[config.mk]
export PLATFORM = sky130hd
export DESIGN_NAME = clk_div_prog
export DESIGN_NICKNAME = d
export VERILOG_FILES = /design/src/rtl/clk_div_pkg.sv /design/src/rtl/clk_div_ch.sv /design/src/rtl/clk_div_prog.sv
export SDC_FILE = /design/constraint.sdc
export NUM_CORES = 1
export LEC_CHECK = 0
export BUFFER_PORTS_ARGS = -buffer_cell sky130_fd_sc_hd__buf_2
export CORE_AREA = 2 2 104 106
export CTS_CLUSTER_SIZE = 14
export DETAILED_ROUTE_END_ITERATION = 12
export DIE_AREA = 0 0 106 108
export GPL_ROUTABILITY_DRIVEN = 0
export PLACE_DENSITY = 0.74
export SYNTH_ARGS = -nofsm -noshare
export SYNTH_HDL_FRONTEND = slang
export SYNTH_SLANG_ARGS = --single-unit
[constraint.sdc]
create_clock -name clk_in -period 3.42 [get_ports clk_in]
set_clock_uncertainty 0.15 [all_clocks]
set_input_delay 0.342 -clock clk_in [delete_from_list [all_inputs] [get_ports clk_in]]
set_output_delay 0.342 -clock clk_in [all_outputs]
set_load 0.01 [all_outputs]
[src/rtl/clk_div_pkg.sv]
// Shared types and constants for the programmable clock divider.
package clk_div_pkg;

  localparam int unsigned DIV_W = 8;

  typedef logic [DIV_W-1:0] div_t;

  localparam div_t DIV_STOP = div_t'(0);
  localparam div_t DIV_MIN  = div_t'(2);

  function automatic div_t half(input div_t d);
    return d >> 1;
  endfunction

endpackage

[src/rtl/clk_div_ch.sv]
// One divider channel: counter, active/pending divisor, registered output.
// Optional CLK_DIV_ODD_DUTY50_EN adds a negedge flop for 50% duty at odd N.
module clk_div_ch
  import clk_div_pkg::*;
#(
  parameter int unsigned CNT_W   = DIV_W,
  parameter int unsigned RST_DIV = 2
) (
  input  logic             clk_in,
  input  logic             rst,
  input  logic             sync,
  input  logic             ld,
  input  logic [CNT_W-1:0] val,
  output logic             pend,
  output logic             clk_out
);

  localparam logic [CNT_W-1:0] ONE   = CNT_W'(1);
  localparam logic [CNT_W-1:0] RST_D = CNT_W'(RST_DIV);
  localparam logic [CNT_W-1:0] STOP  = CNT_W'(DIV_STOP);

  logic [CNT_W-1:0] cnt, div, pval;
  logic [CNT_W-1:0] cnt_n, div_n, pval_n;
  logic             q, q_n, pend_n;
  logic             running, wrap, restart;

  assign running = (div != STOP);
  assign wrap    = running && (cnt == div - ONE);

  always_comb begin
    div_n   = div;
    pval_n  = pval;
    pend_n  = pend;
    cnt_n   = cnt;
    q_n     = q;
    restart = 1'b0;
    if (running) begin
      // sync consumes the previously pending value; a same-cycle load queues behind it
      if (pend && (wrap || sync)) begin
        div_n   = pval;
        pend_n  = 1'b0;
        restart = 1'b1;
      end else if (sync) begin
        restart = 1'b1;
      end
      if (ld) begin
        pval_n = val;
        pend_n = 1'b1;
      end
    end else begin
      // a stopped channel has no period boundary to wait for
      if (ld) begin
        div_n   = val;
        pend_n  = 1'b0;
        restart = 1'b1;
      end else if (pend) begin
        div_n   = pval;
        pend_n  = 1'b0;
        restart = 1'b1;
      end
    end

    if (div_n == STOP) begin
      cnt_n = '0;
      q_n   = 1'b0;
    end else if (restart) begin
      cnt_n = '0;
      q_n   = 1'b1;
    end else begin
      cnt_n = wrap ? '0 : cnt + ONE;
      q_n   = (cnt_n < (div >> 1));
    end
  end

  always_ff @(posedge clk_in or negedge rst) begin
    if (!rst) begin
      div  <= RST_D;
      cnt  <= RST_D - ONE;
      pval <= '0;
      pend <= 1'b0;
      q    <= 1'b0;
    end else begin
      div  <= div_n;
      cnt  <= cnt_n;
      pval <= pval_n;
      pend <= pend_n;
      q    <= q_n;
    end
  end

`ifdef CLK_DIV_ODD_DUTY50_EN
  logic qn;

  always_ff @(negedge clk_in or negedge rst) begin
    if (!rst) qn <= 1'b0;
    else      qn <= q;
  end

  // q and qn are both low across every period boundary, so the div[0] select cannot glitch
  assign clk_out = div[0] ? (q | qn) : q;
`else
  assign clk_out = q;
`endif

endmodule

[src/rtl/clk_div_prog.sv]
// Multi-channel programmable integer clock divider; decodes divisor loads
// and instantiates one clk_div_ch per channel.
module clk_div_prog
  import clk_div_pkg::*;
#(
  parameter  int unsigned NUM_CH  = 3,
  parameter  int unsigned CNT_W   = 8,
  parameter  int unsigned RST_DIV = 2,
  localparam int unsigned CH_W    = (NUM_CH > 1) ? $clog2(NUM_CH) : 1
) (
  input  logic              clk_in,
  input  logic              rst,
  input  logic              sync,
  input  logic              div_ld,
  input  logic [CH_W-1:0]   div_ch,
  input  logic [CNT_W-1:0]  div_val,
  output logic [NUM_CH-1:0] div_pend,
  output logic [NUM_CH-1:0] clk_out
);

  logic [CNT_W-1:0] val_c;

  assign val_c = (div_val == CNT_W'(1)) ? CNT_W'(DIV_MIN) : div_val;

  for (genvar g = 0; g < NUM_CH; g++) begin : g_ch
    logic ld_g;

    // out-of-range channel numbers match no instance and are dropped
    assign ld_g = div_ld && (div_ch == CH_W'(g));

    clk_div_ch #(
      .CNT_W   (CNT_W),
      .RST_DIV (RST_DIV)
    ) u_ch (
      .clk_in  (clk_in),
      .rst     (rst),
      .sync    (sync),
      .ld      (ld_g),
      .val     (val_c),
      .pend    (div_pend[g]),
      .clk_out (clk_out[g])
    );
  end

endmodule
-- After elaboration in Yosys (flattened, before gate mapping)
Index checks and enable logic that the tools add are counted.
- flip-flop bits (word level): 78
- memory bits (read-only): 0
- memories kept: 0
- logic and storage cells: 105
- output and inout bits: 6
- bits in writable memories: 0
- input bits: 14
- latch bits: 0
- magnitude comparators: 3
- bitwise operators: 0
- $mul: 0
- reductions and logical operators: 22
- add/subtract/negate cells: 6
- muxes and demuxes: 50
- equality and inequality tests: 9
- divide/modulo/power cells: 0
- shift operators: 0
- operator list (operator ; number):
    $mux 8 ; 22
    $mux 1 ; 28
    $add 8x1->8 const B ; 3
    $eq 8x8->1 ; 3
    $logic_not 8->1 ; 3
    $lt 8x7->1 ; 3
    $reduce_bool 8->1 ; 3
    $sub 8x1->8 const B ; 3
    $logic_and 1x1->1 ; 9
    $ne 3x3->1 const B ; 3
    $eq 8x1->1 const B ; 1
    $reduce_and 2->1 ; 3
    $logic_or 1x1->1 ; 3
    $eq 2x1->1 const B ; 1
    $eq 2x2->1 const B ; 1
    $logic_not 2->1 ; 1

-- Longest topological paths before layout
- word-level depth: 9
- gate-level depth with buffers: 17
- mapped depth without buffers: 15

-- Hierarchy
A second synthesis with hierarchy kept.
- cells, all modules: 612
- area total of the unflattened synthesis: 5721.7 µm²
- modules (own cells, without submodules) (module ; cells each ; sequential area each (µm²) ; instances ; area each (µm²)):
    clk_div_ch at g_ch[1].u_ch ... ; 191 ; 653.1 ; 2 ; 1819.2
    clk_div_ch at g_ch[0].u_ch ; 216 ; 653.1 ; 1 ; 1998.2
    clk_div_prog ; 14 ; 0.0 ; 1 ; 85.1

-- Least setup slack after synthesis
No wires, ideal clock.
- path type: reg2reg
- start point: reg g_ch[1].u_ch.div[0]
- end point: reg g_ch[1].u_ch.q
- data required time: 3.192 ns
- data arrival time: 3.424 ns
- library setup time: 0.078 ns
- path buffers: 3
- cell stages (with the launch flop): 17
- path slack: -0.231 ns
- period minus slack after synthesis: 3.651 ns
- cell sequence: dfrtp_1 -> clkbuf_1 -> inv_1 -> ha_1 -> nand2_1 -> or4_1 -> a211oi_1 -> and2_1 -> clkbuf_1 -> clkbuf_1 -> nor2_1 -> ha_1 -> a21o_1 -> a21o_1 -> a221oi_1 -> o221ai_1 -> a21oi_1
- cells in the longest elaborated chain, start to end: 9
- elaborated cells between the ends (all ways): 17
- classes of those cells: add/sub: 1; order compare: 1; eq/ne: 1; mux: 9; reduce/logical: 5
- RTL lines (element ; line ; RTL):
    from (decl) ; clk_div_ch.sv:22 ; logic [CNT_W-1:0] cnt, div, pval;
    from (signal assigned) ; clk_div_ch.sv:83 ; div <= div_n;
    parallel branches: the longest is 8 deep, another holds $sub 8x1->8 ; n/a ;
    $mux 1 (*) ; clk_div_ch.sv:63 ; if (div_n == STOP) begin
    via g_ch[1].u_ch.q_n ; clk_div_ch.sv:24 ; logic q, q_n, pend_n;
    to (signal assigned) ; clk_div_ch.sv:87 ; q <= q_n;
    to (decl) ; clk_div_ch.sv:24 ;
Mark *: on every way through the listed nets, which the timed path passes.
A chain may end at the register's enable or synchronous reset.

-- Final worst setup path
- start point: reg g_ch[0].u_ch.div[3]
- end point: reg g_ch[0].u_ch.cnt[7]
- cells in the longest elaborated chain, start to end: 9
- elaborated cells between the ends (all ways): 16
- classes of those cells: add/sub: 1; eq/ne: 1; mux: 9; reduce/logical: 5
- RTL lines (element ; line ; RTL):
    from (decl) ; clk_div_ch.sv:22 ;
    from (signal assigned) ; clk_div_ch.sv:83 ;
    $sub 8x1->8 ; clk_div_ch.sv:28 ; assign wrap = running && (cnt == div - ONE);
    $eq 8x8->1 ; clk_div_ch.sv:28 ;
    $logic_and 1x1->1 ; clk_div_ch.sv:28 ;
    $logic_or 1x1->1 ; clk_div_ch.sv:39 ; if (pend && (wrap || sync)) begin
    $logic_and 1x1->1 ; clk_div_ch.sv:39 ;
    $mux 8 ; clk_div_ch.sv:39 ;
    $mux 8 (*) ; clk_div_ch.sv:37 ; if (running) begin
    via g_ch[0].u_ch.div_n[1] ; clk_div_ch.sv:23 ; logic [CNT_W-1:0] cnt_n, div_n, pval_n;
    $logic_not 8->1 (*) ; clk_div_ch.sv:63 ;
    $mux 8 (*) ; clk_div_ch.sv:63 ;
    via g_ch[0].u_ch.cnt_n[7] ; clk_div_ch.sv:23 ;
    to (signal assigned) ; clk_div_ch.sv:78 ; cnt <= RST_D - ONE;
    to (signal assigned) ; clk_div_ch.sv:84 ; cnt <= cnt_n;
    to (decl) ; clk_div_ch.sv:22 ;
Mark *: on every way through the listed nets, which the timed path passes. The rest lies on a longest branch.

==> key figures <==
Run status
  • Status: complete, but fails checks
  • Failing checks: hold timing, setup timing

Global routing
  • Grt ovf: 0
  • First-pass GRT wire length: 23790 um
  • Total GRT Usage: 26.06%
  • Number of global-route vias before repair: 4816
  • Largest net degree at the start of global routing: 79
  • Initial antenna violation count: 0

Placement
  • HPWL after DPL: 10110 um
  • Place WS: -43.02 ps
  • Buffers on Ports: 19
  • Post-Place Cells: 775

Flow run
  • Max Cap Viol: 0

Cells and area
  • Layout Nets: 706
  • Post-synthesis to final-layout area growth: 15.36%
  • Final cell count without fillers: 806
  • Inserted Diodes: 0
  • Share of layout cells above drive strength 1: 24.78%
  • Layout fillers: 831

Clock tree
  • Clk_lat worst skew: 380 ps
  • TritonCTS clock tree: built
  • Clk slew on worst S/H paths: 90 ps
  • CTS Buf Count: 9
  • Root Driver: clkbuf_8
  • Bufs on Longest Clock Path: 2
  • H-tree Lvls: 3
  • CTS sink cnt: 78

Timing
  • RSZ-0062 raised after global routing: yes
  • Final Hold Fails: 23
  • Final worst-path cycle share: 100.9%
  • Final worst path period need: 3451 ps
  • Fmax: 289.8 MHz
  • Hold slack: -48.03 ps
  • Slew @ Worst Pin: 1095 ps
  • Final worst slack: -31.06 ps
  • Pins Over Slew Limit: 0
  • Final setup fails: 3
  • Rel. slew slack: 26.22%

Floorplan
  • Num ports: 20
  • Die ar.: 0.01145 sq mm
  • Die X: 106 um
  • Core footprint: 0.01023 sq mm
  • Die Y: 108 um
  • Row cnt: 37
  • Initial Util: 54.76%

Route
  • Wire per inst: 18.54 um
  • Initial drt markers: 371
  • Final ANT Viol Nets: 0
  • 1st-pass router iterations: 5
  • DRT Wirelength: 14950 um
  • Vias/cell: 6.370
  • Via count: 5134
  • DR DRC count: 0

Setup path
  • Worst path required time: 3530 ps
  • Worst r2r dst: g_ch[0].u_ch.cnt[7]
  • Worst R2R Start: g_ch[0].u_ch.div[3]
  • Setup crit start kind: register
  • Worst EP arrival: 3560 ps
  • R2R Setup Slk: -30 ps
  • Worst r2r path cells: 12
  • WS Path Type: register to register
  • Critical path capture point type: register
  • Crit path from: g_ch[0].u_ch.div[3]
  • Crit Path Max Fanout: 9
  • CP endpoint: g_ch[0].u_ch.cnt[7]

Synthesis
  • Post-synth ARST share: 100.0%
  • Flops & latches, synth: 78
  • Post-synthesis cell area: 0.005603 sq mm
  • Syn Nets: 674
  • Ys flop type: dfrtp_1
  • Gate Count Post-Synth: 633
  • YS warnings: 0
  • Synth cell types: 70
  • Avg Cell Area, Syn: 8.851 sq um
  • Post-synth EDFFs: 0
  • Seq/Total Area, Yosys: 34.97%

Pwr
  • Pwr per Cell Area: 741.4 mW/mm^2
  • Leak pwr: 2.810 nW
  • Peak VDD IR: 0.0003225 V

Worst hold path
  • Hold Path Class: primary input to asynchronous set/reset pin
-- synth_stat cells (5+ instances only) --
cell / count / area, sq um
dfrtp_1: 72 / 1802
nand2_1: 60 / 225.2
nor2_1: 60 / 225.2
a21oi_1: 32 / 160.2
clkbuf_1: 29 / 108.9
inv_1: 28 / 105.1
nand3_1: 28 / 140.1
ha_1: 27 / 337.8
xnor2_1: 25 / 219.0
o211ai_1: 23 / 172.7
xor2_1: 20 / 175.2
mux2i_1: 18 / 180.2
o21ai_0: 18 / 90.09
nor4_1: 17 / 106.4
mux2_2: 13 / 146.4
and3_1: 12 / 75.07
nor3_1: 11 / 55.05
a211oi_1: 9 / 67.56
a21o_1: 8 / 60.06
buf_4: 8 / 60.06
o221ai_1: 7 / 61.31
dfstp_2: 6 / 157.7
nor2b_1: 6 / 37.54
o2111ai_1: 5 / 43.79
or2_2: 5 / 31.28
-- routing by layer --
metal	wire length, um	track usage [%]	up-vias	part of all wire (%)
met4	348	8.459	0	2.3
met5	0	0	-	0
met1	6342	35.49	2518	42
met2	7146	41.98	215	48
met3	1108	5.244	39	7.4
li1	-	-	2362	-
-- power by group --
group / leakage (nW) / internal [mW] / total [mW] / switching (mW)
Clock: 0.0948 / 0.332 / 0.702 / 0.370
Sequential: 0.958 / 1.21 / 1.57 / 0.365
Combinational: 1.76 / 1.17 / 2.52 / 1.35
-- area by class of cell --
cell class	count	area, sq um	area share [%]
inverter	28	107.6	1.665
tap	136	170.2	2.633
multi-input combinational	483	3547	54.88
timing repair buffer	65	484.2	7.491
clock inverter	7	65.06	1.007
clock buffer	9	123.9	1.916
sequential	78	1966	30.41
-- state kept, by name, indices dropped and copies added, names as in the netlist --
register	cells
g_ch.u_ch.pval	24
g_ch.u_ch.pend	3
g_ch.u_ch.div	24
g_ch.u_ch.cnt	24
g_ch.u_ch.clk_out	3
-- kinds of logic after synthesis --
family	share of synthesized area, %
AOI/OAI and AO/OA	17.44
xor gates and xnor gates	7.034
adders and majority gates	6.029
buffers and inverters	5.717
DFF	34.97
muxes	5.828
and+or+nand+nor	22.98
-- worst max-delay path, cell delays in order (launching register included) --
cell,delay [ps]
dfrtp_1,410
buf_4,180
nor4_2,280
a21oi_1,130
o32ai_2,300
nor4b_4,100
buf_12,150
o21a_2,250
o311ai_1,580
nor4_2,110
and4b_1,220
buf_4,170
nor4_1,270
-- cells in the final DEF, fill, tap and decap left out, types with 12 or more instances in the layout --
cell type	n
nor4_1	14
xnor2_1	23
nand3_1	28
ha_1	23
mux2i_1	18
mux2_2	13
nor2_1	58
dfrtp_1	67
a21oi_1	28
o21ai_0	15
buf_4	44
nand2_1	60
and3_1	12
xor2_1	20
inv_1	24
buf_2	18
o211ai_1	23
-- worst min-delay path by stage --
stage | start | endpoint | slack, ps | cells past startpoint
3_5_place_dp | g_ch[0].u_ch.pval[6] | g_ch[0].u_ch.pval[6] | 350 | 2
3_3_place_gp | g_ch[0].u_ch.pval[3] | g_ch[0].u_ch.pval[3] | 350 | 2
5_1_grt | rst | g_ch[0].u_ch.div[6] | 50 | 1
4_1_cts | rst | g_ch[0].u_ch.div[6] | 20 | 1
2_1_floorplan | rst | g_ch[0].u_ch.clk_out | -100 | 0
6_report | rst | g_ch[0].u_ch.div[7] | -50 | 1
-- repair_timing --
item / 4_1_cts / 5_1_grt
pin swaps: 3 / 25
setup buffers: 3 / 10
gates resized for setup: 3 / 52
cloned: 1 / 1
endpoints found under the setup margin: 9 / 27
hold buffers: 0 / 0
-- stage by stage --
step | power [mW] | setup TNS, ps | util, % | cell area (sq um) | hold WS [ps]
final | 4.792 | -48.56 | 63.18 | 6464 | -48.03
after global routing | 5.108 | -822.7 | 63.18 | 6464 | 49.48
after CTS | 4.406 | 0 | 60.29 | 6168 | 23.83
after detailed placement | 3.662 | -93.83 | 57.86 | 5919 | 345.8
after global placement | 3.568 | 0 | 57.86 | 5919 | 347.6
after floorplan | 3.079 | -10.37 | - | 5634 | -103.6
(Power assumes the default switching activity.)
